File: config.mk
export PLATFORM = sky130hd
export DESIGN_NAME = id_ex_pipe_reg
export DESIGN_NICKNAME = d
export VERILOG_FILES = /design/src/rtl/id_ex_pipe_reg.sv
export SDC_FILE = /design/constraint.sdc
export NUM_CORES = 1
export LEC_CHECK = 0
export CAP_MARGIN = 20
export CORE_MARGIN = 2
export CORE_UTILIZATION = 40
export DETAILED_ROUTE_END_ITERATION = 7
export MAX_ROUTING_LAYER = met4
export PLACE_DENSITY = 0.8
export SYNTH_ARGS = -nofsm -noshare
export SYNTH_HDL_FRONTEND = slang
export SYNTH_SLANG_ARGS = --single-unit
File: constraint.sdc
create_clock -name clk -period 2.11 [get_ports clk]
set_clock_uncertainty 0.1 [all_clocks]
set_input_delay 0.422 -clock clk [delete_from_list [all_inputs] [get_ports clk]]
set_output_delay 0.422 -clock clk [all_outputs]
set_load 0.005 [all_outputs]
File: src/rtl/id_ex_pipe_reg.sv
// ID/EX pipeline register: one-cycle capture of decoded operands and control, with
// hazard-unit stall (hold), flush (bubble insert) and a saturating bubble counter.
module id_ex_pipe_reg #(
  parameter int DATA_W  = 16,
  parameter int REG_A_W = 3,
  parameter int BCNT_W  = 16
) (
  input  logic               clk,
  input  logic               rst,
  input  logic               stall,
  input  logic               flush,
  input  logic               id_valid,
  input  logic [DATA_W-1:0]  id_pc1,
  input  logic [DATA_W-1:0]  id_rd1,
  input  logic [DATA_W-1:0]  id_rd2,
  input  logic [DATA_W-1:0]  id_imm,
  input  logic [REG_A_W-1:0] id_rs,
  input  logic [REG_A_W-1:0] id_rt,
  input  logic [REG_A_W-1:0] id_rd,
  input  logic [1:0]         id_aluOp,
  input  logic [3:0]         id_func,
  input  logic [6:0]         id_ctrl,
  output logic               ex_valid,
  output logic [DATA_W-1:0]  ex_pc1,
  output logic [DATA_W-1:0]  ex_rd1,
  output logic [DATA_W-1:0]  ex_rd2,
  output logic [DATA_W-1:0]  ex_imm,
  output logic [REG_A_W-1:0] ex_rs,
  output logic [REG_A_W-1:0] ex_rt,
  output logic [REG_A_W-1:0] ex_rd,
  output logic [1:0]         ex_aluOp,
  output logic [3:0]         ex_func,
  output logic [6:0]         ex_ctrl,
  output logic [BCNT_W-1:0]  bubble_cnt
);

  typedef struct packed {
    logic               valid;
    logic [DATA_W-1:0]  pc1;
    logic [DATA_W-1:0]  rd1;
    logic [DATA_W-1:0]  rd2;
    logic [DATA_W-1:0]  imm;
    logic [REG_A_W-1:0] rs;
    logic [REG_A_W-1:0] rt;
    logic [REG_A_W-1:0] rd;
    logic [1:0]         alu_op;
    logic [3:0]         func;
    logic [6:0]         ctrl;
  } slot_t;

  slot_t slot, slot_nxt;
  logic [BCNT_W-1:0] cnt;

  // An invalid ID slot may still carry stale control bits; mask them so it can never write.
  always_comb begin
    slot_nxt        = '0;
    slot_nxt.valid  = id_valid;
    slot_nxt.pc1    = id_pc1;
    slot_nxt.rd1    = id_rd1;
    slot_nxt.rd2    = id_rd2;
    slot_nxt.imm    = id_imm;
    slot_nxt.rs     = id_rs;
    slot_nxt.rt     = id_rt;
    slot_nxt.rd     = id_rd;
    slot_nxt.alu_op = id_aluOp;
    slot_nxt.func   = id_func;
    slot_nxt.ctrl   = id_valid ? id_ctrl : 7'h00;
  end

  always_ff @(posedge clk) begin
    if (rst) begin
      slot <= '0;
      cnt  <= '0;
    end else if (flush) begin
      // All-zero slot is a no-write bubble; flush outranks stall.
      slot <= '0;
      if (cnt != {BCNT_W{1'b1}}) cnt <= cnt + 1'b1;
    end else if (!stall) begin
      slot <= slot_nxt;
    end
  end

  assign ex_valid   = slot.valid;
  assign ex_pc1     = slot.pc1;
  assign ex_rd1     = slot.rd1;
  assign ex_rd2     = slot.rd2;
  assign ex_imm     = slot.imm;
  assign ex_rs      = slot.rs;
  assign ex_rt      = slot.rt;
  assign ex_rd      = slot.rd;
  assign ex_aluOp   = slot.alu_op;
  assign ex_func    = slot.func;
  assign ex_ctrl    = slot.ctrl;
  assign bubble_cnt = cnt;

endmodule

==> results of run 1 <==
[worst max-delay path, cell delays in order, from the launching register on]
cell and delay [ns]:
dfxtp_1 0.40, buf_4 0.16, clkdlybuf4s50_1 0.50
[cells in the mapped netlist (2+ instances only)]
library cell    n  area (um^2)
clkbuf_1       12         45.0
nor2b_1         2         12.5
nor2_1         97          364
buf_1           3         11.3
nor3_1          2         10.0
o21ai_0         5         25.0
or4_1           2         15.0
buf_2           8         40.0
nand2_1         5         18.8
nand4_1         3         18.8
o31ai_1         3         22.5
or3_1           2         12.5
mux2i_1        81          811
xor2_1          2         17.5
nor4_4          2         42.5
a22oi_1         7         52.6
a21oi_1        10         50.1
or3_2           3         22.5
dfxtp_1       103         2060
nand3_2         3         30.0
[repair_timing]
item | 4_1_cts | 5_1_grt
setup endpoints to repair | 0 | 1
setup buffers | 0 | 2
resized for setup | 0 | 1
[cells by family (layout without fill, tap and decap cells)]
kind of cell | after synthesis | after routing | share of synthesized area, %
buf+inv | 23 | 224 | 2.49
mux | 82 | 82 | 21.3
flops | 103 | 103 | 53.4
xor+xnor | 2 | 2 | 0.453
fa+ha+maj | 1 | 1 | 0.324
simple gates | 132 | 132 | 16.9
compound gates | 30 | 30 | 5.21
[metal layers]
layer | wire length (um) | track usage (%)
met3 | 815 | 3.97
met4 | 157 | 6.87
met5 | 0 | -
met1 | 4420 | 23.0
met2 | 4960 | 33.5
[final cells by class]
| type | count | area share [%] |
|---|---|---|
| clock inverters | 7 | 1.66 |
| clock buffers | 9 | 2.00 |
| flip-flops and latches | 103 | 33.3 |
| multi-input cells | 247 | 27.5 |
| repair buffers | 208 | 32.9 |
| well taps | 129 | 2.60 |
[stage by stage]
step	util, %	area, um^2
floorplan	-	3860
finish	66.5	6200
CTS	66.3	6180
detailed placement	63.8	5960
global route	66.5	6200
global placement	63.8	5960
[registers in the layout, indices dropped and copies added, names as in the netlist, 3 cells and up]
name	flops
ex_rd1	16
ex_rs	3
ex_pc1	16
ex_rt	3
ex_imm	16
ex_func	4
ex_rd	3
ex_rd2	16
bubble_cnt	16
ex_ctrl	7
[power by group through the flow]
stage | clock network, mW | logic [mW] | registers [mW]
floorplan | 0 | 0.186 | 2.08
global placement | 0 | 0.502 | 2.07
detailed placement | 0 | 0.512 | 2.08
CTS | 1.41 | 0.515 | 2.03
global route | 1.48 | 0.551 | 2.04
finish | 1.37 | 0.510 | 2.03
[how the worst min path moves through the flow]
| stage | startpoint | to | slack, ns | cells past startpoint |
|---|---|---|---|---|
| 2_1_floorplan | ex_valid | ex_valid | 0.39 | 2 |
| 3_3_place_gp | ex_valid | ex_valid | 0.37 | 2 |
| 3_5_place_dp | ex_rd1[9] | ex_rd1[9] | 0.38 | 2 |
| 4_1_cts | stall | ex_rd2[12] | 0.33 | 3 |
| 5_1_grt | stall | ex_imm[11] | 0.34 | 3 |
| 6_report | stall | ex_imm[11] | 0.34 | 3 |
==> impl_metrics.json, run 1 <==
{
  "fp-row-count": 35,
  "cts_buffers": 9,
  "avgSynthCellArea_um2": 10.4,
  "die_w_um": 102,
  "p_leak_nw": 2.50,
  "stdcell_count": 703,
  "tightest_slew_ns": 0.781,
  "cp-startpoint": "bubble_cnt[12]",
  "finalSetupViolCount": 0,
  "htree_levels": 3,
  "n_fill_cell": 758,
  "hold_class": "primary input to register",
  "drv_slew": 0,
  "postCtsHoldBufs": 0,
  "endpoint": "bubble_cnt[12]",
  "vias": 3381,
  "synth-edff-count": 0,
  "layout_commonest_cell": "clkdlybuf4s50_1",
  "die_h_um": 102,
  "preCtsSetupSlack_ns": 0.0345,
  "fin_crit_sh_pct": 91.3,
  "clock_path_buffers": 2,
  "synth_fp_nets": 465,
  "status": "finished clean",
  "wl_per_cell_um": 14.7,
  "grt_pass1_wl_um": 15700,
  "yosys_warnings": 0,
  "drc": 0,
  "vdd_ir_drop_max_v": 0.000343,
  "switching_share_pct": 22.9,
  "power_mw": 3.91,
  "ff_latch_area_um2": 2060,
  "cts.sinks": 103,
  "synth_area_um2": 3860,
  "r2r.worst_path.cells": 5,
  "crit_fanout": 5,
  "r2r_end": "bubble_cnt[6]",
  "layout_min_cycle_time_ns": 1.93,
  "max-cap-violations": 0,
  "n_antenna_cell": 0,
  "cts-root-buf": "clkbuf_8",
  "first_global_vias": 3369,
  "finalSetupTns_ns": 0,
  "grt_start_max_net_pins": 54,
  "ant_nets": 0,
  "track_usage_pct": 19.6,
  "synthToLayoutAreaGrowth_pct": 60.4,
  "final_cell_mix": "clkdlybuf4s50_1 (192), dfxtp_1 (102), nor2_1 (97)",
  "arrival_ns": 1.40,
  "syn_inst": 373,
  "cp-start-kind": "register",
  "drt_first_pass_iters": 4,
  "wirelength_um": 10400,
  "synth_seq_cells": 103,
  "power.switching_mw": 0.894,
  "multi_input_area_um2": 1710,
  "maxSlewHeadroom_pct": 47.8,
  "crit_required_ns": 1.59,
  "drt_iter0_drc": 82,
  "gr-total-overflow": 0,
  "critPathKind": "register to output pin",
  "fp.dieArea_um2": 10500,
  "synthDistinctLibCells": 38,
  "hold_viol": 0,
  "combPwrFrac_pct": 13.0,
  "powerDensity_nw_per_um2": 631,
  "setup_ws_ns": 0.184,
  "grt_setup_unrepaired": "false",
  "insertion_delay_ns": 0.35,
  "ys_async_sr_fraction_pct": 0,
  "setup.worst_path.end_class": "output pin",
  "p_seq_share_pct": 51.9,
  "placed_cells": 685,
  "antenna_found_initial": 0,
  "fmax_mhz": 519,
  "fin_nets": 661,
  "ioPinCount": 194,
  "r2r-start": "bubble_cnt[1]",
  "power.internal_mw": 3.02,
  "ys_seq_area_share_pct": 53.4,
  "start_util_pct": 41.4,
  "gp_congestion": 0.779,
  "viasPerCell": 4.81,
  "place_hpwl_um": 7850,
  "drive_gt1_share_pct": 8.54,
  "cts_tree": "built",
  "clk_pin_slew_ns": 0.10,
  "reg2reg_slack_ns": 0.28,
  "synth-main-ff-cell": "dfxtp_1",
  "clkPwrFrac_pct": 35.0,
  "hold_ws_ns": 0.342,
  "numPortBuffers": 193,
  "core_um2": 9330
}
Power figures use the tool's default switching activity.
==> run 2: changes to the inputs <==
- CORE_MARGIN: 2 -> default
==> run 2 against run 1 <==
Clock-buffer cell count is 2 higher. Die area is 3.9% lower. Critical path depth is 1 lower. Total power is 5.6% lower. Register-to-register slack worse by 0.08 ns. Worst hold slack better by 0.055 ns. Global-route usage is 0.87 points higher. Sequential power hardly changed. Flip-flop and latch count stayed put. Via count is 0.74% higher. Setup slack better by 0.0020 ns. Largest power group unchanged. Cell area is 0.24% lower.
==> impl_metrics.json, run 2 (synthesized netlist as in run 1, its figures left out) <==
{
  "status": "finished clean",
  "fin_crit_sh_pct": 91.2,
  "hold_viol": 0,
  "ff_latch_area_um2": 2060,
  "fp.dieArea_um2": 10100,
  "met1_length_um": 4350,
  "first_global_vias": 3252,
  "start_util_pct": 41.6,
  "multi_input_area_um2": 1710,
  "clock_path_buffers": 2,
  "antenna_found_initial": 0,
  "die_w_um": 100,
  "hold_path_startpoint": "ex_pc1[10]",
  "r2r.worst_path.cells": 5,
  "cp-startpoint": "bubble_cnt[5]",
  "critPathKind": "register to output pin",
  "n_fill_cell": 755,
  "fp-row-count": 35,
  "insertion_delay_ns": 0.35,
  "top_layer_used": "met4",
  "drv_slew": 0,
  "crit_chain": "clkdlybuf4s50_1",
  "hold_ws_ns": 0.397,
  "powerDensity_nw_per_um2": 597,
  "layout_min_cycle_time_ns": 1.92,
  "track_usage_pct": 20.5,
  "drt_iter0_drc": 98,
  "drive_gt1_share_pct": 8.35,
  "crit_family": "buffers and inverters",
  "crit_fanout": 9,
  "grt_pass1_wl_um": 15800,
  "synthToLayoutAreaGrowth_pct": 60.0,
  "die_h_um": 100,
  "wl_met3_um": 682,
  "p_leak_nw": 2.49,
  "met2_length_um": 5080,
  "clk_pin_slew_ns": 0.09,
  "wirelength_um": 10300,
  "crit_required_ns": 1.59,
  "r2r_end": "bubble_cnt[6]",
  "drt_first_pass_iters": 4,
  "core_um2": 9280,
  "reg2reg_slack_ns": 0.20,
  "cts-root-buf": "clkbuf_8",
  "preCtsSetupSlack_ns": -0.0132,
  "setup.worst_path.end_class": "output pin",
  "finalSetupViolCount": 0,
  "fmax_mhz": 520,
  "hold_class": "register to register",
  "ant_nets": 0,
  "max_stage_delay_ns": 0.56,
  "place_hpwl_um": 7670,
  "layout_commonest_cell": "clkdlybuf4s50_1",
  "wl_per_cell_um": 14.6,
  "arrival_ns": 1.40,
  "post_dp_cell_area_um2": 6000,
  "setup_ws_ns": 0.186,
  "final_cell_mix": "clkdlybuf4s50_1 (192), dfxtp_1 (103), nor2_1 (97)",
  "fin_nets": 662,
  "cp-start-kind": "register",
  "viasPerCell": 4.84,
  "grt_start_max_net_pins": 57,
  "tightest_slew_ns": 0.450,
  "power_mw": 3.69,
  "htree_levels": 3,
  "n_antenna_cell": 0,
  "vdd_ir_drop_max_v": 0.000454,
  "max-cap-violations": 0,
  "ioPinCount": 194,
  "numPortBuffers": 193,
  "crit_slowest_cell": "clkdlybuf4s50_1",
  "vias": 3406,
  "r2r-start": "bubble_cnt[1]",
  "cts.sinks": 103,
  "cts_setup_buffers": 0,
  "gr-total-overflow": 0,
  "maxSlewHeadroom_pct": 69.8,
  "gp_congestion": 0.853,
  "endpoint": "bubble_cnt[5]",
  "cts_buffers": 9,
  "post-route-cell-area_um2": 6180,
  "grt_setup_unrepaired": "false",
  "crit_buf_inv": 1,
  "cts_tree": "built",
  "cp_num_cells": 1,
  "drc": 0,
  "post_cts_resized": 0,
  "postCtsHoldBufs": 0
}
## run 2: per-stage QoR
step           utilization [%]  std cells  TNS, ns
2_1_floorplan                -        373        0
3_3_place_gp              64.7        688        0
3_5_place_dp              64.7        688  -0.0132
4_1_cts                   66.6        704        0
5_1_grt                   66.6        704        0
6_report                  66.6        704        0
## run 2: how the worst min path moves through the flow
| stage | to | cells past startpoint | slack (ns) |
|---|---|---|---|
| detailed placement | ex_pc1[10] | 2 | 0.38 |
| finish | ex_pc1[10] | 2 | 0.40 |
| floorplan | ex_valid | 2 | 0.39 |
| global route | ex_rd1[2] | 2 | 0.42 |
| CTS | ex_pc1[10] | 2 | 0.41 |
| global placement | ex_rd1[1] | 2 | 0.37 |
## run 2: routing by layer
metal	vias up	global-route usage (%)
li1	1680	-
met3	12	4.94
met5	-	-
met2	128	35.1
met4	0	6.80
met1	1586	23.5
## run 2: layout make-up
class                           instances  area share (%)
Multi-Input combinational cell        247            27.6
Timing Repair Buffer                  209            33.5
Clock buffer                           11            2.29
Sequential cell                       103            33.3
Clock inverter                          5           0.627
Tap cell                              129            2.61
## run 2: power breakdown
group,internal (mW),total (mW),switching [mW]
Combinational,0.339,0.520,0.181
Clock,0.474,1.14,0.668
Sequential,2.00,2.03,0.0307
Total,2.81,3.69,0.880
==> run 3: changes to the inputs <==
- PLACE_DENSITY: 0.8 -> 0.84
==> run 3 against run 2 <==
Sequential share of layout area is essentially flat. Largest cell class is now flip-flops and latches. Critical path type is now register to register. Utilization is essentially flat. Total power grew 2.1%. Clock-buffer cell count shrank 1. Die area is the same. Sequential power is essentially flat. Register-to-register slack lost 0.03 ns. Combinational power is essentially flat. Critical endpoint is now bubble_cnt[6].
==> impl_metrics.json, run 3 (synthesized netlist as in run 1, its figures left out) <==
{
  "start_util_pct": 41.6,
  "cts-root-buf": "clkbuf_8",
  "post_cts_resized": 0,
  "arrival_ns": 2.12,
  "synthToLayoutAreaGrowth_pct": 60.0,
  "clk_pin_slew_ns": 0.10,
  "place_hpwl_um": 7760,
  "cts.sinks": 103,
  "r2r-start": "bubble_cnt[1]",
  "crit_fanout": 9,
  "drive_gt1_share_pct": 7.71,
  "fp-row-count": 35,
  "layout_commonest_cell": "clkdlybuf4s50_1",
  "wl_per_cell_um": 14.8,
  "cts_tree": "built",
  "max-cap-violations": 0,
  "clock_path_buffers": 2,
  "track_usage_pct": 20.9,
  "grt_pass1_wl_um": 16100,
  "fp.dieArea_um2": 10100,
  "antenna_found_initial": 0,
  "core_um2": 9280,
  "drc": 0,
  "cp-start-kind": "register",
  "powerDensity_nw_per_um2": 610,
  "setup_ws_ns": 0.168,
  "n_fill_cell": 752,
  "setup.worst_path.end_class": "register",
  "fin_crit_sh_pct": 92.0,
  "tightest_slew_ns": 0.441,
  "grt_setup_unrepaired": "false",
  "cp-startpoint": "bubble_cnt[1]",
  "viasPerCell": 4.86,
  "gr-total-overflow": 0,
  "critPathKind": "register to register",
  "drv_slew": 0,
  "endpoint": "bubble_cnt[6]",
  "vias": 3405,
  "layout_min_cycle_time_ns": 1.94,
  "placed_cells": 684,
  "gp_congestion": 0.878,
  "die_w_um": 100,
  "ioPinCount": 194,
  "r2r.worst_path.cells": 5,
  "crit_required_ns": 2.29,
  "hold_class": "register to register",
  "drt_iter0_drc": 60,
  "maxSlewHeadroom_pct": 70.4,
  "reg2reg_slack_ns": 0.17,
  "status": "finished clean",
  "fin_util_pct": 66.6,
  "cts_setup_buffers": 0,
  "vdd_ir_drop_max_v": 0.000308,
  "first_global_vias": 3415,
  "grt_start_max_net_pins": 88,
  "final_cell_mix": "clkdlybuf4s50_1 (192), dfxtp_1 (103), nor2_1 (97)",
  "n_antenna_cell": 0,
  "drt_first_pass_iters": 4,
  "finalSetupTns_ns": 0,
  "r2r_end": "bubble_cnt[6]",
  "post-route-cell-area_um2": 6180,
  "finalSetupViolCount": 0,
  "htree_levels": 3,
  "hold_viol": 0,
  "fmax_mhz": 515,
  "cts_buffers": 9,
  "die_h_um": 100,
  "ant_nets": 0,
  "postCtsHoldBufs": 0,
  "fin_nets": 658,
  "stdcell_count": 700,
  "p_leak_nw": 2.47,
  "wirelength_um": 10300,
  "post_dp_cell_area_um2": 5990,
  "preCtsSetupSlack_ns": 0.00158,
  "insertion_delay_ns": 0.35,
  "numPortBuffers": 193
}
==> run 3: critical path, stage by stage (launching register included) <==
cell	delay, ns
dfxtp_1	0.43
ha_1	0.22
nand4_1	0.31
nor4_4	0.43
and4b_1	0.26
nor3_2	0.14
==> run 3: worst min-delay path by stage <==
stage	startpoint	endpoint	slack, ns	depth (start not counted)
after CTS	ex_rd2[6]	ex_rd2[6]	0.40	2
after global routing	ex_aluOp[1]	ex_aluOp[1]	0.42	2
after global placement	ex_valid	ex_valid	0.37	2
after detailed placement	ex_rd2[6]	ex_rd2[6]	0.38	2
after floorplan	ex_valid	ex_valid	0.39	2
final	ex_valid	ex_valid	0.40	2
==> run 3: area by class of cell <==
type | instances | area (um^2) | share of cell area [%]
Clock inverter | 6 | 67.6 | 1.09
Sequential cell | 103 | 2060 | 33.4
Timing Repair Buffer | 205 | 2060 | 33.3
Tap cell | 129 | 161 | 2.61
Multi-Input combinational cell | 247 | 1710 | 27.6
Clock buffer | 10 | 128 | 2.06
==> run 3: report_power, final <==
part	total (mW)	switching [mW]	internal, mW
sequential	2.03	0.0302	2.00
combinational	0.519	0.182	0.337
clock	1.22	0.665	0.556
total	3.77	0.878	2.89
==> run 3: routing by layer <==
| layer | up-vias | global-route usage [%] | routed length, um |
|---|---|---|---|
| met5 | - | - | 0 |
| met4 | 0 | 7.69 | 195 |
| met3 | 22 | 4.74 | 719 |
| met2 | 144 | 35.7 | 5100 |
| met1 | 1570 | 23.8 | 4330 |
| li1 | 1669 | - | - |
==> run 3: through the flow <==
step           power (mW)  hold slack [ns]
3_5_place_dp         2.60            0.383
5_1_grt              3.95            0.420
4_1_cts              3.83            0.404
6_report             3.77            0.401
2_1_floorplan        2.27            0.385
3_3_place_gp         2.58            0.373
